## config.mk

```make
export PLATFORM = sky130hd
export DESIGN_NAME = uart_tx_arbiter_flat
export DESIGN_NICKNAME = d
export VERILOG_FILES = /design/src/rtl/uart_tx_arb_pkg.sv /design/src/rtl/uart_tx_arbiter_if.sv /design/src/rtl/uart_byte_sequencer.sv /design/src/rtl/uart_tx_arbiter.sv /design/src/flat_wrapper.sv
export SDC_FILE = /design/constraint.sdc
export NUM_CORES = 1
export LEC_CHECK = 0
export CORE_MARGIN = 2
export CORE_UTILIZATION = 45
export DETAILED_ROUTE_END_ITERATION = 7
export DONT_BUFFER_PORTS = 1
export GPL_TIMING_DRIVEN = 0
export HOLD_SLACK_MARGIN = 0.02
export PLACE_DENSITY = 0.6
export SLEW_MARGIN = 25
export SYNTH_ARGS = -nofsm -noshare
export SYNTH_HDL_FRONTEND = slang
export SYNTH_SLANG_ARGS = --single-unit
```

## constraint.sdc

```tcl
create_clock -name clock -period 1.67 [get_ports clock]
set_input_delay 0.167 -clock clock [delete_from_list [all_inputs] [get_ports clock]]
set_output_delay 0.167 -clock clock [all_outputs]
set_load 0.03 [all_outputs]
```

## src/rtl/uart_tx_arb_pkg.sv

```systemverilog
// Shared types and helpers for the UART transmit arbiter: FSM state encoding,
// byte-count width and the MSB-first pre-alignment used when a word is loaded.
package uart_tx_arb_pkg;

    localparam int BYTE_CNT_W = 2;

    typedef logic [1:0] tx_arb_state_t;

    localparam tx_arb_state_t ST_IDLE      = 2'd0;
    localparam tx_arb_state_t ST_ISSUE     = 2'd1;
    localparam tx_arb_state_t ST_WAIT_ACK  = 2'd2;
    localparam tx_arb_state_t ST_WAIT_DONE = 2'd3;

    // Place the first byte to send in [31:24] so MSB-first always emits the top byte.
    function automatic logic [31:0] msb_align(input logic [31:0] data,
                                              input logic [BYTE_CNT_W-1:0] len);
        logic [31:0] res;
        case (len)
            2'd0:    res = {data[7:0], 24'h000000};
            2'd1:    res = {data[15:0], 16'h0000};
            2'd2:    res = {data[23:0], 8'h00};
            2'd3:    res = data;
            default: res = data;
        endcase
        return res;
    endfunction

endpackage

```

## src/rtl/uart_tx_arbiter_if.sv

```systemverilog
// Bundle of the two requester handshakes and the UartTx side of the arbiter.
interface uart_tx_arbiter_if;
    import uart_tx_arb_pkg::*;

    logic                  req0_valid;
    logic [31:0]           req0_data;
    logic [BYTE_CNT_W-1:0] req0_len;
    logic                  req0_ready;
    logic                  req1_valid;
    logic [31:0]           req1_data;
    logic [BYTE_CNT_W-1:0] req1_len;
    logic                  req1_ready;
    logic                  tx_start;
    logic [7:0]            sdata;
    logic                  tx_busy;
    logic                  active;
    logic                  grant;

    modport slave (
        input  req0_valid, req0_data, req0_len,
        input  req1_valid, req1_data, req1_len,
        input  tx_busy,
        output req0_ready, req1_ready, tx_start, sdata, active, grant
    );

    modport master (
        output req0_valid, req0_data, req0_len,
        output req1_valid, req1_data, req1_len,
        output tx_busy,
        input  req0_ready, req1_ready, tx_start, sdata, active, grant
    );

endinterface

```

## src/rtl/uart_byte_sequencer.sv

```systemverilog
// Serialises one loaded 32-bit word into 1-4 bytes toward UartTx, pacing each
// byte on tx_busy with a timeout in case the busy acknowledge never arrives.
module uart_byte_sequencer
    import uart_tx_arb_pkg::*;
#(
    parameter int LSB_FIRST   = 1,
    parameter int ACK_TIMEOUT = 4
) (
    input  logic                  clock,
    input  logic                  resetn,
    input  logic                  load,
    input  logic [31:0]           load_data,
    input  logic [BYTE_CNT_W-1:0] load_len,
    input  logic                  tx_busy,
    output logic                  tx_start,
    output logic [7:0]            sdata,
    output logic                  active,
    output logic                  done
);

    localparam int TMO_W = (ACK_TIMEOUT > 1) ? $clog2(ACK_TIMEOUT) : 1;

    tx_arb_state_t         state_q, state_d;
    logic [31:0]           sr_q, sr_d;
    logic [BYTE_CNT_W-1:0] rem_q, rem_d;
    logic [TMO_W-1:0]      tmo_q, tmo_d;
    logic                  tx_start_q, tx_start_d;
    logic [7:0]            sdata_q, sdata_d;
    logic                  active_q, active_d;
    logic [7:0]            cur_byte_s;
    logic                  done_s;

    // Next-state, shift register, remaining-byte and ack-timeout logic.
    always_comb begin
        state_d    = state_q;
        sr_d       = sr_q;
        rem_d      = rem_q;
        tmo_d      = tmo_q;
        tx_start_d = 1'b0;
        sdata_d    = sdata_q;
        done_s     = 1'b0;
        if (LSB_FIRST != 0) begin
            cur_byte_s = sr_q[7:0];
        end else begin
            cur_byte_s = sr_q[31:24];
        end
        case (state_q)
            ST_IDLE: begin
                if (load) begin
                    if (LSB_FIRST != 0) begin
                        sr_d = load_data;
                    end else begin
                        sr_d = msb_align(load_data, load_len);
                    end
                    rem_d   = load_len;
                    state_d = ST_ISSUE;
                end else begin
                    state_d = ST_IDLE;
                end
            end
            ST_ISSUE: begin
                if (!tx_busy) begin
                    tx_start_d = 1'b1;
                    sdata_d    = cur_byte_s;
                    tmo_d      = {TMO_W{1'b0}};
                    state_d    = ST_WAIT_ACK;
                end else begin
                    state_d = ST_ISSUE;
                end
            end
            ST_WAIT_ACK: begin
                // A lost busy acknowledge must not wedge the shared transmitter.
                if (tx_busy) begin
                    state_d = ST_WAIT_DONE;
                end else if (tmo_q == TMO_W'(ACK_TIMEOUT - 1)) begin
                    state_d = ST_WAIT_DONE;
                end else begin
                    tmo_d = tmo_q + 1'b1;
                end
            end
            ST_WAIT_DONE: begin
                if (!tx_busy) begin
                    if (rem_q == {BYTE_CNT_W{1'b0}}) begin
                        done_s  = 1'b1;
                        state_d = ST_IDLE;
                    end else begin
                        rem_d   = rem_q - 1'b1;
                        state_d = ST_ISSUE;
                        if (LSB_FIRST != 0) begin
                            sr_d = {8'h00, sr_q[31:8]};
                        end else begin
                            sr_d = {sr_q[23:0], 8'h00};
                        end
                    end
                end else begin
                    state_d = ST_WAIT_DONE;
                end
            end
            default: begin
                state_d = ST_IDLE;
            end
        endcase
        active_d = (state_d != ST_IDLE);
    end

    // Sequencer state and registered UartTx-facing outputs.
    always_ff @(posedge clock or negedge resetn) begin
        if (!resetn) begin
            state_q    <= ST_IDLE;
            sr_q       <= 32'h00000000;
            rem_q      <= {BYTE_CNT_W{1'b0}};
            tmo_q      <= {TMO_W{1'b0}};
            tx_start_q <= 1'b0;
            sdata_q    <= 8'h00;
            active_q   <= 1'b0;
        end else begin
            state_q    <= state_d;
            sr_q       <= sr_d;
            rem_q      <= rem_d;
            tmo_q      <= tmo_d;
            tx_start_q <= tx_start_d;
            sdata_q    <= sdata_d;
            active_q   <= active_d;
        end
    end

    assign tx_start = tx_start_q;
    assign sdata    = sdata_q;
    assign active   = active_q;
    assign done     = done_s;

endmodule

```

## src/rtl/uart_tx_arbiter.sv

```systemverilog
// Grants the shared UART transmitter to the DMA controller or the MCH one word
// at a time; byte pacing is delegated to uart_byte_sequencer.
module uart_tx_arbiter
    import uart_tx_arb_pkg::*;
#(
    parameter int LSB_FIRST      = 1,
    parameter int FIXED_PRIORITY = 0,
    parameter int ACK_TIMEOUT    = 4
) (
    input  logic        clock,
    input  logic        resetn,
    uart_tx_arbiter_if.slave bus
);

    logic                  winner_s;
    logic                  load_s;
    logic [31:0]           load_data_s;
    logic [BYTE_CNT_W-1:0] load_len_s;
    logic                  seq_done_s;
    logic                  ready0_q, ready0_d;
    logic                  ready1_q, ready1_d;
    logic                  grant_q, grant_d;
    logic                  last_grant_q, last_grant_d;
    logic                  word_busy_q, word_busy_d;

    // Winner selection and grant bookkeeping; a word is never preempted.
    always_comb begin
        if (bus.req0_valid && bus.req1_valid) begin
            if (FIXED_PRIORITY != 0) begin
                winner_s = 1'b0;
            end else begin
                winner_s = ~last_grant_q;
            end
        end else if (bus.req1_valid) begin
            winner_s = 1'b1;
        end else begin
            winner_s = 1'b0;
        end
        load_s = (bus.req0_valid | bus.req1_valid) & ~word_busy_q;
        if (winner_s) begin
            load_data_s = bus.req1_data;
            load_len_s  = bus.req1_len;
        end else begin
            load_data_s = bus.req0_data;
            load_len_s  = bus.req0_len;
        end
        ready0_d = load_s & ~winner_s;
        ready1_d = load_s & winner_s;
        if (load_s) begin
            grant_d      = winner_s;
            last_grant_d = winner_s;
            word_busy_d  = 1'b1;
        end else if (seq_done_s) begin
            grant_d      = grant_q;
            last_grant_d = last_grant_q;
            word_busy_d  = 1'b0;
        end else begin
            grant_d      = grant_q;
            last_grant_d = last_grant_q;
            word_busy_d  = word_busy_q;
        end
    end

    // Grant registers; last_grant starts at 1 so requester 0 wins the first tie.
    always_ff @(posedge clock or negedge resetn) begin
        if (!resetn) begin
            ready0_q     <= 1'b0;
            ready1_q     <= 1'b0;
            grant_q      <= 1'b0;
            last_grant_q <= 1'b1;
            word_busy_q  <= 1'b0;
        end else begin
            ready0_q     <= ready0_d;
            ready1_q     <= ready1_d;
            grant_q      <= grant_d;
            last_grant_q <= last_grant_d;
            word_busy_q  <= word_busy_d;
        end
    end

    assign bus.req0_ready = ready0_q;
    assign bus.req1_ready = ready1_q;
    assign bus.grant      = grant_q;

    uart_byte_sequencer #(
        .LSB_FIRST  (LSB_FIRST),
        .ACK_TIMEOUT(ACK_TIMEOUT)
    ) u_seq (
        .clock    (clock),
        .resetn   (resetn),
        .load     (load_s),
        .load_data(load_data_s),
        .load_len (load_len_s),
        .tx_busy  (bus.tx_busy),
        .tx_start (bus.tx_start),
        .sdata    (bus.sdata),
        .active   (bus.active),
        .done     (seq_done_s)
    );

endmodule

```

## src/flat_wrapper.sv

```systemverilog
// flat-port wrapper written by rule: the top's interface ports become plain ports
module uart_tx_arbiter_flat import uart_tx_arb_pkg::*;
#(
    parameter int LSB_FIRST      = 1,
    parameter int FIXED_PRIORITY = 0,
    parameter int ACK_TIMEOUT    = 4
)
  (clock, resetn, bus_req0_valid, bus_req0_data, bus_req0_len, bus_req1_valid, bus_req1_data, bus_req1_len, bus_tx_busy, bus_req0_ready, bus_req1_ready, bus_tx_start, bus_sdata, bus_active, bus_grant);
  uart_tx_arbiter_if bus_i ();
  input  logic clock;
  input  logic resetn;
  input wire logic [$bits(bus_i.req0_valid)-1:0] bus_req0_valid;
  input wire logic [$bits(bus_i.req0_data)-1:0] bus_req0_data;
  input wire logic [$bits(bus_i.req0_len)-1:0] bus_req0_len;
  input wire logic [$bits(bus_i.req1_valid)-1:0] bus_req1_valid;
  input wire logic [$bits(bus_i.req1_data)-1:0] bus_req1_data;
  input wire logic [$bits(bus_i.req1_len)-1:0] bus_req1_len;
  input wire logic [$bits(bus_i.tx_busy)-1:0] bus_tx_busy;
  output wire logic [$bits(bus_i.req0_ready)-1:0] bus_req0_ready;
  output wire logic [$bits(bus_i.req1_ready)-1:0] bus_req1_ready;
  output wire logic [$bits(bus_i.tx_start)-1:0] bus_tx_start;
  output wire logic [$bits(bus_i.sdata)-1:0] bus_sdata;
  output wire logic [$bits(bus_i.active)-1:0] bus_active;
  output wire logic [$bits(bus_i.grant)-1:0] bus_grant;
  assign bus_i.req0_valid = bus_req0_valid;
  assign bus_i.req0_data = bus_req0_data;
  assign bus_i.req0_len = bus_req0_len;
  assign bus_i.req1_valid = bus_req1_valid;
  assign bus_i.req1_data = bus_req1_data;
  assign bus_i.req1_len = bus_req1_len;
  assign bus_i.tx_busy = bus_tx_busy;
  assign bus_req0_ready = bus_i.req0_ready;
  assign bus_req1_ready = bus_i.req1_ready;
  assign bus_tx_start = bus_i.tx_start;
  assign bus_sdata = bus_i.sdata;
  assign bus_active = bus_i.active;
  assign bus_grant = bus_i.grant;
  uart_tx_arbiter #(.LSB_FIRST(LSB_FIRST), .FIXED_PRIORITY(FIXED_PRIORITY), .ACK_TIMEOUT(ACK_TIMEOUT)) u_core (.clock(clock), .resetn(resetn), .bus(bus_i));
endmodule
```

==> summary.json, run 1 <==
{
  "start_util_pct": 45.85,
  "tritoncts": "built",
  "report.final.hold_viol_count": 0,
  "placed_cells": 356,
  "per_cell_via_count_in_the_routed_design": 5.717,
  "worstRegToRegCells": 6,
  "synth_edf_count": 0,
  "worstSetupPathType": "flop to flop",
  "placement.io_buffers": 0,
  "netlist-cell-type-count": 37,
  "failing_checks": "setup timing",
  "source_to_sink_clock_delay_at_the_later_pin_of_the_worst_skew_pair_ps": 310,
  "layout_setup_ws_ps": -12.11,
  "grt_start_max_net_pins": 54,
  "synthFlopType": "dfrtp_1",
  "vdd_drop_max_uv": 735.4,
  "synth_area_per_inst_sq_um": 9.547,
  "globalRouteOverflowTotal": 0,
  "first_pass_iters": 4,
  "worst_ep_required_time_ps": 1910,
  "fmax_mhz": 594.5,
  "die_y_um": 81.21,
  "data_arrival_critical_path_ps": 1920,
  "die-area_sq_um": 6595,
  "num_antenna_cells": 0,
  "htree_levels": 2,
  "tightest_slew_ps": 478.6,
  "max_slew_margin_pct": 68.09,
  "die_width_um": 81.21,
  "p_per_area_nw_per_um2": 1761,
  "dpl.hpwl_um": 4493,
  "status": "complete, but fails checks",
  "start_kind": "flop",
  "seq_total_area_yosys_pct": 49.49,
  "hold_path.class": "input port to flop",
  "grt_pass1_vias": 2020,
  "route.final.wire_length_um": 6383,
  "clock-sinks": 53,
  "asr_flop_ratio_synth_pct": 100.0,
  "place_area_sq_um": 2776,
  "route.vias.total": 2138,
  "finalSetupViolCount": 3,
  "setup_total_negative_slack_ps": -21.34,
  "synth.yosys.warnings": 0,
  "rsz0062_at_grt": "true",
  "post_synth_instance_area_sq_um": 2683,
  "final_max_slew_viol_count": 0,
  "place_congestion": 0.8067,
  "post_synth_main_area_contributors": "dfrtp_1, a21oi_1, o2bb2ai_1",
  "max_cap_violations": 0,
  "worst_hold_path.num_cells": 2,
  "synth_seq_cells": 53,
  "final-instance-count-excl-fill": 374,
  "finalCritPeriodShare_pct": 100.7,
  "clkTransAtPathRegs_ps": 90,
  "synthesis.instances": 281,
  "worstSetupEndpointType": "flop",
  "synth_top_cells_by_count": "a21oi_1, dfrtp_1, nand2_1",
  "cell_taking_the_most_area_after_synthesis": "dfrtp_1",
  "cts_root_buf": "clkbuf_8",
  "period_minus_slack_ps": 1682,
  "antenna_left": 0,
  "cellLeakagePower_nw": 1.318,
  "grt_first_pass_wirelength_um": 10190,
  "fin_hold_ws_ps": 42.48,
  "cts-buffers-inserted": 5,
  "critPathMaxFanout": 6,
  "synthMostInstantiatedCell": "a21oi_1",
  "synth_top_area_share_pct": 48.51,
  "final_layout_size_suffix_gt1_share_pct": 20.74,
  "nNetsFinal": 373,
  "coreArea_sq_um": 5851,
  "final_util_pct": 53.06,
  "post_detailed_route_drc_marker_count": 0,
  "mappedNetlistNets": 356,
  "clock_path_buffers": 2,
  "fp-row-count": 28,
  "drt_iter0_drc": 124,
  "track_usage_pct": 20.60,
  "fin_skew_ps": 8.715,
  "route.detailed.wl_per_inst_um": 17.07,
  "boundaryPins": 86,
  "initial_antenna_violation_count": 0,
  "layout-area-overhead-vs-synth_pct": 15.72,
  "final_cell_area_sq_um": 3104
}
-- path summary, 6_finish.rpt --
path	start	to	slack, ps
max in group asynchronous	resetn	u_core.last_grant_q$_DFFE_PN1P_	1000
worst min register to register	u_core.u_seq.sr_q[29]$_DFFE_PN0P_	u_core.u_seq.sr_q[29]$_DFFE_PN0P_	500
worst min-delay path	bus_req0_valid	u_core.bus.req0_ready$_DFF_PN0_	40
worst max register to register	u_core.u_seq.state_q[1]$_DFF_PN0_	u_core.u_seq.rem_q[1]$_DFFE_PN0P_	-10
min in group asynchronous	resetn	u_core.u_seq.state_q[1]$_DFF_PN0_	400
worst max-delay path	u_core.u_seq.state_q[1]$_DFF_PN0_	u_core.u_seq.rem_q[1]$_DFFE_PN0P_	-10
-- power by group --
part | internal (mW) | switching, mW
clock network | 0.296 | 0.433
logic | 1.04 | 1.15
registers | 1.90 | 0.649
-- kinds of logic after synthesis --
logic type                 count (synthesis)  synth area share [%]
buffers and inverters                     27                 5.317
and+or+nand+nor                           80                 12.69
muxes                                     16                 6.344
adders and majority gates                  2                0.9327
DFF                                       53                 49.49
AOI/OAI and AO/OA                        103                 25.23
-- registers in the layout (all words and copies together), names as in the netlist, 2 cells and up --
| name | cells |
|---|---|
| u_core.u_seq.sr_q | 32 |
| u_core.u_seq.state_q | 2 |
| u_core.u_seq.sdata | 8 |
| u_core.u_seq.rem_q | 2 |
| u_core.u_seq.tmo_q | 2 |
-- routing by layer --
metal  wire length [um]  track usage [%]  up-vias
met3                422            5.889        8
met2               2938            32.15       83
li1                   -                -     1032
met1               2934            27.90     1015
met5                  0                0        -
met4                 89            6.102        0
-- layout by cell type (no fill, tap or decap), types with 2 or more instances in the layout --
cell type,synthesis,layout
clkbuf_1,9,4
dfrtp_1,52,52
o2bb2ai_1,24,24
o31ai_2,2,6
clkinvlp_4,0,2
clkbuf_4,0,2
a21oi_1,56,56
o21ai_0,6,6
nand2b_1,3,3
nor2_1,29,29
nand2_4,0,3
mux2_2,8,8
buf_6,3,3
buf_4,3,8
buf_2,6,3
inv_1,5,5
nand2_2,0,4
nand2_1,39,32
clkbuf_2,0,5
ha_1,2,2
mux2i_1,8,7
dlygate4sd3_1,0,4
clkbuf_8,0,5
-- what timing repair did --
action	in CTS	in global routing
endpoints found under the hold margin	56	1
gates cloned	1	1
setup buffers	4	0
endpoints found under the setup margin	35	34
resized for setup	10	30
hold buffers	4	1
pin swaps	3	3
-- worst max-delay path, cell delays in order (launching register included) --
cell,delay (ps)
dfrtp_1,380
buf_6,130
or3_4,370
o32a_1,230
buf_6,160
a221o_1,260
o21ai_1,70
-- metrics by stage --
step | setup slack [ps] | power (mW)
after floorplan | 82.50 | 4.019
after global placement | -110.6 | 4.390
after detailed placement | -107.3 | 4.452
after CTS | 2.158 | 5.353
after global routing | -65.66 | 5.938
final | -12.11 | 5.467
-- final cells by class --
| type | instances | area [sq um] |
|---|---|---|
| buffer | 21 | 145.1 |
| multi-input combinational | 201 | 1289 |
| fill | 549 | 2746 |
| sequential | 53 | 1328 |
| clock buffer | 6 | 72.57 |
| inverter | 5 | 18.77 |
| tap | 75 | 93.84 |
| clock inverter | 2 | 15.01 |
| timing repair buffer | 11 | 142.6 |
Note: power is estimated with default switching activity, not from simulation.
==> run 2, diff against run 1 <==
--- a/config.mk
+++ b/config.mk
@@ -5,6 +5,7 @@
 export SDC_FILE = /design/constraint.sdc
 export NUM_CORES = 1
 export LEC_CHECK = 0
+export CAP_MARGIN = 20
 export CORE_MARGIN = 2
 export CORE_UTILIZATION = 45
 export DETAILED_ROUTE_END_ITERATION = 7
==> results of run 2 <==
No change in the layout: final DEF, timing and power equal those of run 1.
==> run 3, diff against run 2 <==
--- a/config.mk
+++ b/config.mk
@@ -5,6 +5,7 @@
 export SDC_FILE = /design/constraint.sdc
 export NUM_CORES = 1
 export LEC_CHECK = 0
+export ABC_AREA = 1
 export CAP_MARGIN = 20
 export CORE_MARGIN = 2
 export CORE_UTILIZATION = 45
@@ -13,6 +14,7 @@
 export GPL_TIMING_DRIVEN = 0
 export HOLD_SLACK_MARGIN = 0.02
 export PLACE_DENSITY = 0.6
+export SETUP_SLACK_MARGIN = 0.02
 export SLEW_MARGIN = 25
 export SYNTH_ARGS = -nofsm -noshare
 export SYNTH_HDL_FRONTEND = slang
==> summary.json, run 3 <==
{
  "status": "completed",
  "cts-buffers-inserted": 5,
  "grt_pass1_vias": 2341,
  "synthFlopType": "dfrtp_1",
  "hold_path.class": "input port to flop",
  "asr_flop_ratio_synth_pct": 100.0,
  "post_synth_instance_area_sq_um": 2890,
  "tightest_slew_ps": 510.7,
  "finalCritPeriodShare_pct": 91.99,
  "globalRouteOverflowTotal": 0,
  "largest-register": "u_core.u_seq.sr_q",
  "largest_register_ff_count": 32,
  "source_to_sink_clock_delay_at_the_later_pin_of_the_worst_skew_pair_ps": 310,
  "vdd_drop_max_uv": 709.6,
  "start_kind": "flop",
  "max_cap_violations": 0,
  "grt_start_max_net_pins": 54,
  "dpl.hpwl_um": 5027,
  "netlist-cell-type-count": 24,
  "final_max_slew_viol_count": 0,
  "place_congestion": 0.7907,
  "worstSetupEndpointType": "flop",
  "initial_antenna_violation_count": 0,
  "final-instance-count-excl-fill": 471,
  "layout.cells.most_common_list": "nand2_1, nand3_1, dfrtp_1, or2_2, inv_1",
  "cell_taking_the_most_area_after_synthesis": "dfrtp_1",
  "coreArea_sq_um": 6277,
  "die-area_sq_um": 7080,
  "synth_edf_count": 0,
  "synth_top_area_share_pct": 45.02,
  "track_usage_pct": 20.25,
  "synth_top_cells_by_count": "nand2_1, nand3_1, dfrtp_1",
  "clock_path_buffers": 2,
  "clock-sinks": 53,
  "tritoncts": "built",
  "report.final.hold_viol_count": 0,
  "data_arrival_critical_path_ps": 1800,
  "place_worst_setup_slack_ps": 111.3,
  "first_pass_iters": 4,
  "placed_cells": 461,
  "layout_setup_ws_ps": 133.7,
  "layout-area-overhead-vs-synth_pct": 8.052,
  "synthesis.instances": 384,
  "cellLeakagePower_nw": 1.660,
  "htree_levels": 2,
  "fin_skew_ps": 11.04,
  "mostFrequentLayoutCell": "nand2_1",
  "fmax_mhz": 650.9,
  "worst-r2r-setup-slack_ps": 130,
  "critPathMaxFanout": 10,
  "post_detailed_route_drc_marker_count": 0,
  "start_util_pct": 46.04,
  "post_synth_main_area_contributors": "dfrtp_1, nand2_1, nand3_1",
  "die_y_um": 84.14,
  "synth_seq_cells": 53,
  "worstSetupPathType": "flop to flop",
  "seq_total_area_yosys_pct": 45.93,
  "synthMostInstantiatedCell": "nand2_1",
  "p_per_area_nw_per_um2": 1627,
  "antenna_left": 0,
  "boundaryPins": 86,
  "num_antenna_cells": 0,
  "placement.io_buffers": 0,
  "clkTransAtPathRegs_ps": 100,
  "finalSetupViolCount": 0,
  "worst_ep_required_time_ps": 1930,
  "nNetsFinal": 468,
  "route.vias.total": 2465,
  "route.final.wire_length_um": 6950,
  "synth_area_per_inst_sq_um": 7.527,
  "cts_root_buf": "clkbuf_8",
  "max_slew_margin_pct": 65.95,
  "final_layout_size_suffix_gt1_share_pct": 15.23,
  "drt_iter0_drc": 150,
  "rsz0062_at_grt": "false",
  "per_cell_via_count_in_the_routed_design": 5.234,
  "cts.repair_timing.setup_buffer_count": 0,
  "route.detailed.wl_per_inst_um": 14.76,
  "setup_total_negative_slack_ps": 0,
  "grt_first_pass_wirelength_um": 11420,
  "fp-row-count": 29,
  "finalPower_mw": 5.080,
  "synth.yosys.warnings": 0,
  "mappedNetlistNets": 459,
  "period_minus_slack_ps": 1536,
  "die_width_um": 84.14
}
==> run 3: changes by cell type after synthesis, moves of 8 or more <==
cell | before | now
nor2_1 | 29 | 6
mux2i_1 | 8 | 0
mux2_2 | 8 | 0
or2_2 | 1 | 26
inv_1 | 5 | 22
o2bb2ai_1 | 24 | 0
nand2_1 | 39 | 133
nand3_1 | 1 | 90
a21oi_1 | 56 | 9
==> run 3: per-layer routing <==
layer / wire length (um) / vias up / track usage [%]
met4: 64 / 0 / 4.839
met2: 3279 / 89 / 32.40
li1: - / 1245 / -
met3: 439 / 6 / 4.228
met5: 0 / - / 0
met1: 3166 / 1125 / 28.40
==> run 3: cell type report <==
class	instances	area, sq um
multi-input combinational	284	1319
sequential	53	1328
clock inverter	3	26.28
fill	641	3154
inverter	25	96.34
tap	77	96.34
clock buffer	5	68.82
timing repair buffer	2	37.54
buffer	22	151.4
==> run 3: final timing paths <==
path,startpoint,end,cells past startpoint
hold / removal,bus_tx_busy,u_core.u_seq.tmo_q[0]$_DFFE_PN0P_,3
setup reg to reg,u_core.last_grant_q$_DFFE_PN1P_,u_core.u_seq.sr_q[8]$_DFFE_PN0P_,7
min in group asynchronous,resetn,u_core.u_seq.sdata[3]$_DFFE_PN0P_,2
setup / recovery,u_core.last_grant_q$_DFFE_PN1P_,u_core.u_seq.sr_q[8]$_DFFE_PN0P_,7
max in group asynchronous,resetn,u_core.last_grant_q$_DFFE_PN1P_,2
hold reg to reg,u_core.word_busy_q$_DFFE_PN0P_,u_core.bus.req1_ready$_DFF_PN0_,1
==> run 3: cells by family after synthesis <==
logic type	synth area share (%)
fa+ha+maj	0.8657
buf+inv	8.442
simple gates	42.51
compound gates	2.251
flops	45.93
==> run 3: per-stage QoR <==
step / cell area [sq um] / utilization [%] / hold slack (ps)
after global routing: 3123 / 49.75 / 63.80
after floorplan: 2890 / - / -128.6
after CTS: 3119 / 49.69 / 52.01
after global placement: 2987 / 47.58 / -127.0
final: 3123 / 49.75 / 53.35
after detailed placement: 2987 / 47.58 / -126.4
==> run 3: critical path, stage by stage, from the launching register on <==
cell	delay (ps)
dfstp_2	550
nand2_2	180
nand2_2	190
buf_2	240
nand2_1	70
nand3_1	90
nand3_1	90
nand2_1	70
==> run 3: repair_timing <==
| action | in CTS | in global routing |
|---|---|---|
| gates resized for setup | 0 | 3 |
| hold endpoints to repair | 53 | 0 |
| setup endpoints to repair | 0 | 6 |
| hold buffers | 2 | 0 |
==> run 3: power by group <==
group          switching, mW  leakage, nW  internal, mW
registers              0.525        0.668          1.84
clock network          0.458       0.0487         0.307
logic                   1.18        0.944         0.769
